<file path="src/rtl/btn_sw_conditioner_if.sv">
// btn_sw_conditioner_if
//   Bundles the raw pin inputs and conditioned outputs of btn_sw_conditioner.
//   master : drives RAW_IN, observes the conditioned outputs (board logic / bench)
//   slave  : receives RAW_IN, drives the conditioned outputs (the conditioner)
//   Signals (all N_CH wide):
//     RAW_IN     asynchronous raw pin levels
//     DB_LEVEL   debounced level
//     DB_RISE    one-cycle pulse on a debounced 0->1 change
//     DB_FALL    one-cycle pulse on a debounced 1->0 change
//     DB_TOGGLE  flips on every debounced rise
`timescale 1ns / 1ps

interface btn_sw_conditioner_if #(
    parameter int unsigned N_CH = 8
);
    logic [N_CH-1:0] RAW_IN;
    logic [N_CH-1:0] DB_LEVEL;
    logic [N_CH-1:0] DB_RISE;
    logic [N_CH-1:0] DB_FALL;
    logic [N_CH-1:0] DB_TOGGLE;

    modport master (
        output RAW_IN,
        input  DB_LEVEL,
        input  DB_RISE,
        input  DB_FALL,
        input  DB_TOGGLE
    );

    modport slave (
        input  RAW_IN,
        output DB_LEVEL,
        output DB_RISE,
        output DB_FALL,
        output DB_TOGGLE
    );
endinterface

</file>
<file path="src/rtl/btn_sw_conditioner.sv">
// btn_sw_conditioner
//   Cleans up the board push-buttons and slide switches before the top-level logic
//   uses them. Each channel is synchronised through SYNC_STAGES flops and then
//   debounced: a new value is accepted only after it has been seen for
//   DEBOUNCE_CYCLES consecutive clocks. Every output is a flop.
//   Ports:
//     CLK    system clock, rising edge
//     RST_N  asynchronous active-low reset, clears every flop
//     bus    btn_sw_conditioner_if slave: RAW_IN in, DB_LEVEL/DB_RISE/DB_FALL/DB_TOGGLE out
//   Parameters:
//     N_CH             number of channels
//     SYNC_STAGES      synchroniser depth, 2..4
//     DEBOUNCE_CYCLES  stability requirement in clocks, >= 1
`timescale 1ns / 1ps

module btn_sw_conditioner #(
    parameter int unsigned N_CH            = 8,
    parameter int unsigned SYNC_STAGES     = 2,
    parameter int unsigned DEBOUNCE_CYCLES = 120000
) (
    input logic                 CLK,
    input logic                 RST_N,
    btn_sw_conditioner_if.slave bus
);

    localparam int unsigned CntW = $clog2(DEBOUNCE_CYCLES + 1);
    // Terminal count: reaching it while still mismatched accepts the new level.
    localparam logic [CntW-1:0] CntLast = CntW'(DEBOUNCE_CYCLES - 1);

    // ------------------------------------------------------------------
    // Synchroniser
    // ------------------------------------------------------------------
    logic [N_CH-1:0] sync_q [SYNC_STAGES];
    logic [N_CH-1:0] sync_s;

    always_ff @(posedge CLK or negedge RST_N) begin
        if (!RST_N) begin
            for (int k = 0; k < SYNC_STAGES; k++) begin
                sync_q[k] <= '0;
            end
        end else begin
            sync_q[0] <= bus.RAW_IN;
            for (int k = 1; k < SYNC_STAGES; k++) begin
                sync_q[k] <= sync_q[k-1];
            end
        end
    end

    assign sync_s = sync_q[SYNC_STAGES-1];

    // ------------------------------------------------------------------
    // Per-channel debounce counters and output flops
    // ------------------------------------------------------------------
    logic [CntW-1:0] cnt_q [N_CH];
    logic [CntW-1:0] cnt_d [N_CH];
    logic [N_CH-1:0] level_q, level_d;
    logic [N_CH-1:0] rise_q, rise_d;
    logic [N_CH-1:0] fall_q, fall_d;
    logic [N_CH-1:0] tog_q, tog_d;

    always_comb begin
        level_d = level_q;
        for (int i = 0; i < N_CH; i++) begin
            cnt_d[i] = '0;
            if (sync_s[i] == level_q[i]) begin
                // Any agreement breaks the mismatch run.
                cnt_d[i] = '0;
            end else if (cnt_q[i] == CntLast) begin
                level_d[i] = sync_s[i];
                cnt_d[i]   = '0;
            end else begin
                cnt_d[i] = cnt_q[i] + CntW'(1);
            end
        end
        // Pulses are registered alongside the level so they coincide with it.
        rise_d = level_d & ~level_q;
        fall_d = ~level_d & level_q;
        tog_d  = tog_q ^ rise_d;
    end

    always_ff @(posedge CLK or negedge RST_N) begin
        if (!RST_N) begin
            for (int i = 0; i < N_CH; i++) begin
                cnt_q[i] <= '0;
            end
            level_q <= '0;
            rise_q  <= '0;
            fall_q  <= '0;
            tog_q   <= '0;
        end else begin
            for (int i = 0; i < N_CH; i++) begin
                cnt_q[i] <= cnt_d[i];
            end
            level_q <= level_d;
            rise_q  <= rise_d;
            fall_q  <= fall_d;
            tog_q   <= tog_d;
        end
    end

    assign bus.DB_LEVEL  = level_q;
    assign bus.DB_RISE   = rise_q;
    assign bus.DB_FALL   = fall_q;
    assign bus.DB_TOGGLE = tog_q;

endmodule

</file>
<file path="src/flat_wrapper.sv">
// flat-port wrapper written by rule: the top's interface ports become plain ports
module btn_sw_conditioner_flat 
#(
    parameter int unsigned N_CH            = 8,
    parameter int unsigned SYNC_STAGES     = 2,
    parameter int unsigned DEBOUNCE_CYCLES = 120000
)
  (CLK, RST_N, bus_RAW_IN, bus_DB_LEVEL, bus_DB_RISE, bus_DB_FALL, bus_DB_TOGGLE);
  btn_sw_conditioner_if #(.N_CH(N_CH)) bus_i ();
  input logic CLK;
  input logic RST_N;
  input wire logic [$bits(bus_i.RAW_IN)-1:0] bus_RAW_IN;
  output wire logic [$bits(bus_i.DB_LEVEL)-1:0] bus_DB_LEVEL;
  output wire logic [$bits(bus_i.DB_RISE)-1:0] bus_DB_RISE;
  output wire logic [$bits(bus_i.DB_FALL)-1:0] bus_DB_FALL;
  output wire logic [$bits(bus_i.DB_TOGGLE)-1:0] bus_DB_TOGGLE;
  assign bus_i.RAW_IN = bus_RAW_IN;
  assign bus_DB_LEVEL = bus_i.DB_LEVEL;
  assign bus_DB_RISE = bus_i.DB_RISE;
  assign bus_DB_FALL = bus_i.DB_FALL;
  assign bus_DB_TOGGLE = bus_i.DB_TOGGLE;
  btn_sw_conditioner #(.N_CH(N_CH), .SYNC_STAGES(SYNC_STAGES), .DEBOUNCE_CYCLES(DEBOUNCE_CYCLES)) u_core (.CLK(CLK), .RST_N(RST_N), .bus(bus_i));
endmodule
</file>
<file path="config.mk">
export PLATFORM = sky130hd
export DESIGN_NAME = btn_sw_conditioner_flat
export DESIGN_NICKNAME = d
export VERILOG_FILES = /design/src/rtl/btn_sw_conditioner_if.sv /design/src/rtl/btn_sw_conditioner.sv /design/src/flat_wrapper.sv
export SDC_FILE = /design/constraint.sdc
export NUM_CORES = 1
export LEC_CHECK = 0
export BUFFER_PORTS_ARGS = -buffer_cell sky130_fd_sc_hd__clkbuf_2
export CORE_ASPECT_RATIO = 0.5
export CORE_UTILIZATION = 50
export DETAILED_ROUTE_END_ITERATION = 8
export PLACE_DENSITY = 0.67
export SLEW_MARGIN = 20
export SYNTH_ARGS = -nofsm -noshare
export SYNTH_HDL_FRONTEND = slang
export SYNTH_SLANG_ARGS = --single-unit
export TNS_END_PERCENT = 50
</file>
<file path="constraint.sdc">
create_clock -name CLK -period 2.3 [get_ports CLK]
set_clock_uncertainty 0.2 [all_clocks]
set_input_delay 0.23 -clock CLK [delete_from_list [all_inputs] [get_ports CLK]]
set_output_delay 0.23 -clock CLK [all_outputs]
set_load 0.02 [all_outputs]
</file>
# After elaboration in Yosys (flattened, before gate mapping)
# Cells that the tools add are included.
totals:
  reg_bits: 184
  inputBits: 10
  output_inout_bits: 32
  word_cells: 75
classes:
  add_sub_neg: 8
  n_eq_ne: 16
  n_mux: 32
  bitwise_logic: 5
op_table:
  columns: ["op", "count"]
  rows:
  - ["$mux W17", 16]
  - ["$add A17 B1 Y17 const B", 8]
  - ["$eq A17 B17 Y1 const B", 8]
  - ["$and A8 B8 Y8", 2]
  - ["$mux W1", 16]
  - ["$not A8 Y8", 2]
  - ["$eq A1 B1 Y1", 8]
  - ["$xor A8 B8 Y8", 1]

# Logic depth before layout (Yosys ltp)
# Gate-level depths: netlist of the first run.
logic_depth:
  word_depth: 5
  depth_mapped: 7
  mapped_depth_nobuf: 5

# Least setup slack after synthesis of the first run
# No wires, ideal clock.
synth_path:
  path_kind: "register to register"
  startpoint: "register u_core.cnt_q[0] in the netlist's numbering"
  endpoint: "register u_core.cnt_q[10] in the netlist's numbering"
  setup_time_ns: 0.071
  arrival_time_ns: 1.733
  t_required_ns: 2.029
  path_slack_ns: 0.296
  stages_incl_launch_ff: 8
  n_path_buf: 2
  synth_period_minus_slack_ns: 2.004
  cell_sequence: "dfrtp_1 > ha_1 > nand4_1 > and4b_1 > or2_2 > buf_2 > buf_2 > nor2_1"
synth_rtl:
  columns: ["item", "line", "text"]
  rows:
  - ["start, declared", "btn_sw_conditioner.sv:54", "logic [CntW-1:0] cnt_q [N_CH];"]
  - ["start signal, assigned by index", "btn_sw_conditioner.sv:92", "cnt_q[i] <= cnt_d[i];"]

# Worst setup path in the final report of the first run
layout_path:
  startpoint: "register u_core.cnt_q[68] in the netlist's numbering"
  endpoint: "register u_core.fall_q[3] (netlist: u_core.bus.DB_FALL[3])"
layout_via:
  elab_chain_cells: 5
layout_lines:
  columns: ["item", "line", "text"]
  rows:
  - ["$eq A17 B17 Y1", "btn_sw_conditioner.sv:68", "end else if (cnt_q[i] == CntLast) begin"]
  - ["$mux W1", "btn_sw_conditioner.sv:68", null]
  - ["$mux W1", "btn_sw_conditioner.sv:65", "if (sync_s[i] == level_q[i]) begin"]
  - ["$not A8 Y8", "btn_sw_conditioner.sv:77", "fall_d = ~level_d & level_q;"]
  - ["$and A8 B8 Y8", "btn_sw_conditioner.sv:77", null]
  - ["via u_core.fall_d[3]", "btn_sw_conditioner.sv:58", "logic [N_CH-1:0] fall_q, fall_d;"]
  - ["end signal, assigned", "btn_sw_conditioner.sv:96", "fall_q <= fall_d;"]
  - ["end, declared", "btn_sw_conditioner.sv:58", null]
# The timed path passes the listed nets, and every way through them passes these cells.

==> results.py, run 1 <==
metrics = {
    "status": {
        "status": "finished, final reports clean",
    },
    "place": {
        "gp_congestion": 0.846,
        "numPortBuffers": 41,
        "hpwl_um": 10400,
    },
    "worst_setup_path": {
        "required_ps": 2450,
        "crit_arrival_ps": 2240,
        "critPathMaxStageDelay_ps": 550,
        "crit_fanout": 6,
        "crit_type": "reg2reg",
        "worstSetupStartpointType": "flip-flop",
        "crit_slowest_cell": "or4_4",
        "end_kind": "flip-flop",
        "crit_chain": "ha_1 -> and4_1 -> nand2_1 -> or4_4 -> nor3b_1",
        "regToRegSetupSlack_ps": 210,
    },
    "timing": {
        "hold_violations": 0,
        "period_needed_ps": 2090,
        "fmax_ghz": 0.478,
        "period_share": 0.910,
        "finalSetupTns_ps": 0,
        "rsz0062_at_grt": "no",
        "whs_ps": 138,
        "finalSetupViolations": 0,
        "worstMarginPinSlew_ps": 515,
        "slew_headroom": 0.657,
        "slew_violations": 0,
    },
    "yosys": {
        "yosys_warnings": 0,
        "synthArstFlopShare": 1.00,
        "synth_edf_count": 0,
        "ys_types": 43,
        "yosys-top-cells-area": "dfrtp_1 53%, xnor2_1 7.1%, xor2_1 6.2%",
        "syn_avg_cell_area_sq_um": 10.7,
        "netlist_area_sq_um": 8670,
        "yosysTopAreaCell": "dfrtp_1",
        "ys_seq_area_frac": 0.531,
        "netlist.area_leader.share": 0.531,
        "synthCells": 808,
        "synth_ff_type": "dfrtp_1",
        "synth_seq_cells": 184,
        "synthesis.nets": 826,
    },
    "worst_hold_path": {
        "min_path_type": "in2async",
    },
    "cells_and_area": {
        "n_antenna_cell": 0,
        "drive_gt1_frac": 0.137,
        "syn2layout_area_growth_pct": 14.0,
        "num-nets-final": 890,
        "n_fill_cell": 1426,
    },
    "clock_network": {
        "cts_num_sinks": 184,
        "cts_tree": "done",
        "clk_pin_slew_ps": 80,
        "cts-resized-gates": 0,
        "cts_made_buffers": 17,
        "cts_buffer_depth": 2,
        "h-tree-depth": 4,
        "cts_setup_buffers": 0,
        "clk-insertion-delay-late_ps": 430,
        "cts-root-buf": "clkbuf_16",
        "cts_hold_buffers": 9,
    },
    "route": {
        "drc": 0,
        "wl_per_cell_um": 14.0,
        "viasPerCell": 5.43,
        "routed_wl_um": 15600,
        "antenna_left": 0,
        "via_count": 6041,
        "drtPass1Iterations": 4,
        "drtIter0Drc": 242,
    },
    "die": {
        "dieWidth_um": 188,
        "num_rows": 33,
        "coreArea_sq_um": 16600,
        "dieArea_sq_um": 17900,
        "die_y_um": 95.1,
        "ios": 42,
        "start_util": 0.521,
    },
    "power_and_ir_drop": {
        "powerDensity_nw_per_um2": 656,
        "p_leak_nw": 4.19,
        "vdd_drop_max_mv": 0.542,
    },
    "global_route": {
        "grtUsageTotal": 0.189,
        "grt.overflow.total": 0,
        "grt_pass1_vias": 5806,
        "antenna_found_initial": 0,
        "grt_pass1_wl_um": 27300,
        "grt_max_degree": 62,
    },
    "job": {
        "maxCapViolCount": 0,
    },
}
==> sequential cells by signal (all words and copies together) (netlist names) <==
name                  count
u_core.sync_q             8
u_core.bus.DB_RISE        8
u_core.bus.DB_FALL        8
u_core.sync_s             8
u_core.cnt_q            136
u_core.bus.DB_LEVEL       8
u_core.bus.DB_TOGGLE      8
==> cell usage in the layout (no fill, tap or decap), types with 9 or more instances in the layout <==
master,count
and3_1,11
and4_1,23
buf_4,21
clkbuf_16,17
clkbuf_2,40
dfrtp_1,184
dlygate4sd3_1,9
nand2_1,39
nand3_1,32
nand4_1,49
nand4b_1,21
nor2_1,139
nor3_1,20
nor3b_1,12
nor4_1,28
xnor2_1,70
xor2_1,61
==> Yosys cell counts, types with 12 or more instances <==
| library cell | n |
|---|---|
| xnor2_1 | 70 |
| dfrtp_1 | 184 |
| nand4_1 | 49 |
| nor2_1 | 139 |
| xor2_1 | 61 |
| nand4b_1 | 21 |
| buf_2 | 13 |
| and4_1 | 23 |
| nand3_1 | 32 |
| nor4_1 | 28 |
| nor3_1 | 20 |
| nor3b_1 | 12 |
| nand2_1 | 39 |
==> per-stage QoR <==
| step | worst slack (ps) | std cells | util | total power [mW] | cell area, sq um |
|---|---|---|---|---|---|
| floorplan | 296 | 808 | - | 3.48 | 8670 |
| global placement | 262 | 1071 | 0.553 | 3.59 | 9190 |
| detailed placement | 238 | 1071 | 0.553 | 3.60 | 9190 |
| CTS | 214 | 1112 | 0.594 | 6.58 | 9880 |
| global route | 39.9 | 1112 | 0.594 | 6.75 | 9880 |
| finish | 207 | 1112 | 0.594 | 6.48 | 9880 |
==> kinds of logic (layout without fill, tap and decap cells) <==
group	Yosys count	after routing	synth area share
adder cells (fa/ha/maj)	8	8	0.0115
flip-flops	184	184	0.531
XOR/XNOR	131	131	0.132
multiplexers	8	8	0.0104
buffers and inverters	33	110	0.0199
AO/OA/AOI/OAI	9	9	0.00650
AND/OR/NAND/NOR	435	435	0.288
==> per-layer routing <==
metal / vias up / global-route usage / part of all wire
li1: 2976 / - / -
met4: 0 / 0.0603 / 0.012
met5: - / 0 / 0
met2: 93 / 0.302 / 0.45
met3: 16 / 0.0416 / 0.032
met1: 2956 / 0.259 / 0.50
==> final cells by class <==
type / instances / area (sq um) / share of cell area
Multi-Input combinational cell: 591 / 3890 / 0.394
Clock inverter: 13 / 154 / 0.0156
Timing Repair Buffer: 72 / 482 / 0.0488
Tap cell: 227 / 284 / 0.0287
Inverter: 6 / 22.5 / 0.00228
Clock buffer: 19 / 443 / 0.0448
Sequential cell: 184 / 4600 / 0.466
==> power by group <==
| group | internal, mW | switching [mW] | total [mW] |
|---|---|---|---|
| clock network | 1.58 | 1.35 | 2.93 |
| registers | 3.28 | 0.0541 | 3.34 |
| logic | 0.0763 | 0.136 | 0.212 |
==> final timing paths <==
kind	from	endpoint	cells past startpoint
min in group CLK	u_core.sync_q[11]	u_core.sync_s[3]	0
setup reg to reg	u_core.cnt_q[68]	u_core.bus.DB_FALL[3]	5
hold reg to reg	u_core.sync_q[11]	u_core.sync_s[3]	0
setup / recovery	u_core.cnt_q[68]	u_core.bus.DB_FALL[3]	5
max in group asynchronous	RST_N	u_core.cnt_q[104]	3
hold / removal	RST_N	u_core.cnt_q[6]	2
==> worst max-delay path, delay by kind of cell, from the launching register on <==
family | cells | cell delay, ps
adder cells (fa/ha/maj) | 1 | 230
flip-flops | 1 | 390
AND/OR/NAND/NOR | 4 | 1190
(Power assumes the default switching activity.)
==> run 2, diff against run 1 <==
--- a/config.mk
+++ b/config.mk
@@ -7,6 +7,7 @@
 export LEC_CHECK = 0
 export BUFFER_PORTS_ARGS = -buffer_cell sky130_fd_sc_hd__clkbuf_2
 export CORE_ASPECT_RATIO = 0.5
+export CORE_MARGIN = 4
 export CORE_UTILIZATION = 50
 export DETAILED_ROUTE_END_ITERATION = 8
 export PLACE_DENSITY = 0.67
==> run 2 against run 1 <==
Compared with the run above:
- sequential share of layout area down 0.14 points
- combinational power up 2%
- critical path depth unchanged
- first-iteration DRC count up 9.1%
- setup slack worse by 33 ps
- register-to-register slack worse by 30 ps
- count of clock-buffer cells in the layout unchanged
- clock power up 1%
- via count up 0.48%
- utilization about the same
- die area up 9.7%
- critical endpoint unchanged
==> results.py, run 2 (synthesis gave the netlist of run 1 again) <==
metrics = {
    "worst_hold_path": {
        "min_path_type": "reg2reg",
        "hold_end": "u_core.sync_s[3]",
        "hold_start": "u_core.sync_q[11]",
        "holdPathStages": 0,
    },
    "global_route": {
        "grt.overflow.total": 0,
        "use_met1": 0.240,
        "grtUsageTotal": 0.172,
        "grtUsageMet3": 0.0421,
        "gr-usage-met2": 0.280,
        "grt_max_degree": 84,
        "grt_pass1_vias": 5881,
        "antenna_found_initial": 0,
        "grt_pass1_wl_um": 28400,
        "grt-busiest-layer": "met2",
    },
    "cells_and_area": {
        "final_common_cell": "dfrtp_1",
        "n_antenna_cell": 0,
        "largest_reg_flops": 136,
        "final_cell_mix": "184 x dfrtp_1, 139 x nor2_1, 70 x xnor2_1",
        "post_layout_nonfiller_instances": 1112,
        "syn2layout_area_growth_pct": 14.3,
        "regMostFlops": "u_core.cnt_q",
        "drive_gt1_frac": 0.138,
        "num-nets-final": 891,
    },
    "timing": {
        "worstMarginPinSlew_ps": 681,
        "hold_violations": 0,
        "fmax_ghz": 0.470,
        "finalSetupViolations": 0,
        "period_needed_ps": 2130,
        "finalSetupTns_ps": 0,
        "rsz0062_at_grt": "no",
        "slew_violations": 0,
        "period_share": 0.924,
        "slew_headroom": 0.546,
    },
    "clock_network": {
        "cts-root-buf": "clkbuf_16",
        "clk_pin_slew_ps": 70,
        "cts-resized-gates": 0,
        "cts_made_buffers": 17,
        "h-tree-depth": 4,
        "cts_buffer_depth": 2,
        "cts_num_sinks": 184,
        "clk-insertion-delay-late_ps": 430,
        "cts_setup_buffers": 0,
        "cts_tree": "done",
    },
    "worst_setup_path": {
        "crit_type": "reg2reg",
        "r2r_cells": 5,
        "worstSetupStartpointType": "flip-flop",
        "critPathBufInv": 0,
        "critPathMaxStageDelay_ps": 550,
        "worst-path-stages": 5,
        "critPathTopFamily": "simple AND/OR/NAND/NOR gates",
        "crit_fanout": 6,
        "r2r-end": "u_core.bus.DB_FALL[3]",
        "r2r_start": "u_core.cnt_q[68]",
        "end_kind": "flip-flop",
        "crit_arrival_ps": 2270,
        "crit_slowest_cell": "or4_4",
        "required_ps": 2440,
        "regToRegSetupSlack_ps": 170,
        "crit_chain": "ha_1 -> and4_1 -> nand2_1 -> or4_4 -> nor3b_1",
    },
    "route": {
        "drtIter0Drc": 264,
        "antenna_left": 0,
        "wl_per_cell_um": 14.3,
        "drc": 0,
        "drtPass1Iterations": 5,
        "via_count": 6070,
        "routed_wl_um": 15900,
        "viasPerCell": 5.46,
    },
    "die": {
        "num_rows": 33,
        "start_util": 0.520,
        "ios": 42,
        "die_y_um": 101,
        "dieArea_sq_um": 19600,
        "coreArea_sq_um": 16700,
        "dieWidth_um": 194,
    },
    "power_and_ir_drop": {
        "finalPower_mw": 6.52,
        "p_leak_nw": 4.20,
        "vdd_drop_max_mv": 0.560,
        "powerDensity_nw_per_um2": 658,
    },
    "place": {
        "numPortBuffers": 41,
        "gp_congestion": 0.810,
        "hpwl_um": 10600,
        "post-place-cells": 1072,
    },
    "job": {
        "maxCapViolCount": 0,
    },
    "status": {
        "status": "finished, final reports clean",
    },
}
[run 2: cell types whose count changed in the layout (fill, tap and decap cells not counted), sizes merged]
| cell | previous run | this run |
|---|---|---|
| buf | 22 | 23 |
| clkinv | 4 | 5 |
| bufinv | 1 | 2 |
| inv | 13 | 10 |
[run 2: layout make-up]
| type | count | area [sq um] |
|---|---|---|
| sequential | 184 | 4600 |
| fill | 1414 | 6770 |
| timing repair buffer | 73 | 514 |
| clock inverter | 12 | 141 |
| multi-input combinational | 591 | 3890 |
| inverter | 6 | 22.5 |
| clock buffer | 19 | 453 |
| tap | 227 | 284 |
[run 2: per-layer routing]
metal | part of all wire | wire length, um
met5 | 0 | 0
met4 | 0.0083 | 131
met3 | 0.036 | 576
met2 | 0.47 | 7480
met1 | 0.48 | 7680
[run 2: per-stage QoR]
stage,instance area (sq um),util,hold slack [ps],setup WS (ps)
CTS,9910,0.594,150,175
detailed placement,9230,0.553,135,188
global placement,9230,0.553,123,266
global route,9910,0.594,154,71.0
floorplan,8670,-,-266,296
finish,9910,0.594,147,174
[run 2: how the worst max path moves through the flow]
stage | startpoint | endpoint | slack [ps]
finish | u_core.cnt_q[68] | u_core.bus.DB_FALL[3] | 170
global route | u_core.cnt_q[17] | u_core.cnt_q[27] | 70
CTS | u_core.cnt_q[68] | u_core.bus.DB_FALL[3] | 170
detailed placement | u_core.cnt_q[68] | u_core.bus.DB_FALL[3] | 190
global placement | u_core.cnt_q[68] | u_core.bus.DB_FALL[3] | 270
floorplan | u_core.cnt_q[0] | u_core.cnt_q[10] | 300
[run 2: worst reg2reg max path, cell delays in order (launching register included)]
cell and delay [ps]:
dfrtp_1 400, ha_1 250, and4_1 340, nand2_1 120, or4_4 550, nor3b_1 200
[run 2: what timing repair did]
action	in CTS	in global routing
endpoints found under the setup margin	0	0
hold buffers	9	0
endpoints found under the hold margin	86	0
[run 2: where the power goes]
group / switching [mW] / total [mW] / internal, mW
logic: 0.135 / 0.216 / 0.0803
registers: 0.0517 / 3.33 / 3.28
clock network: 1.30 / 2.97 / 1.67
total: 1.49 / 6.52 / 5.04
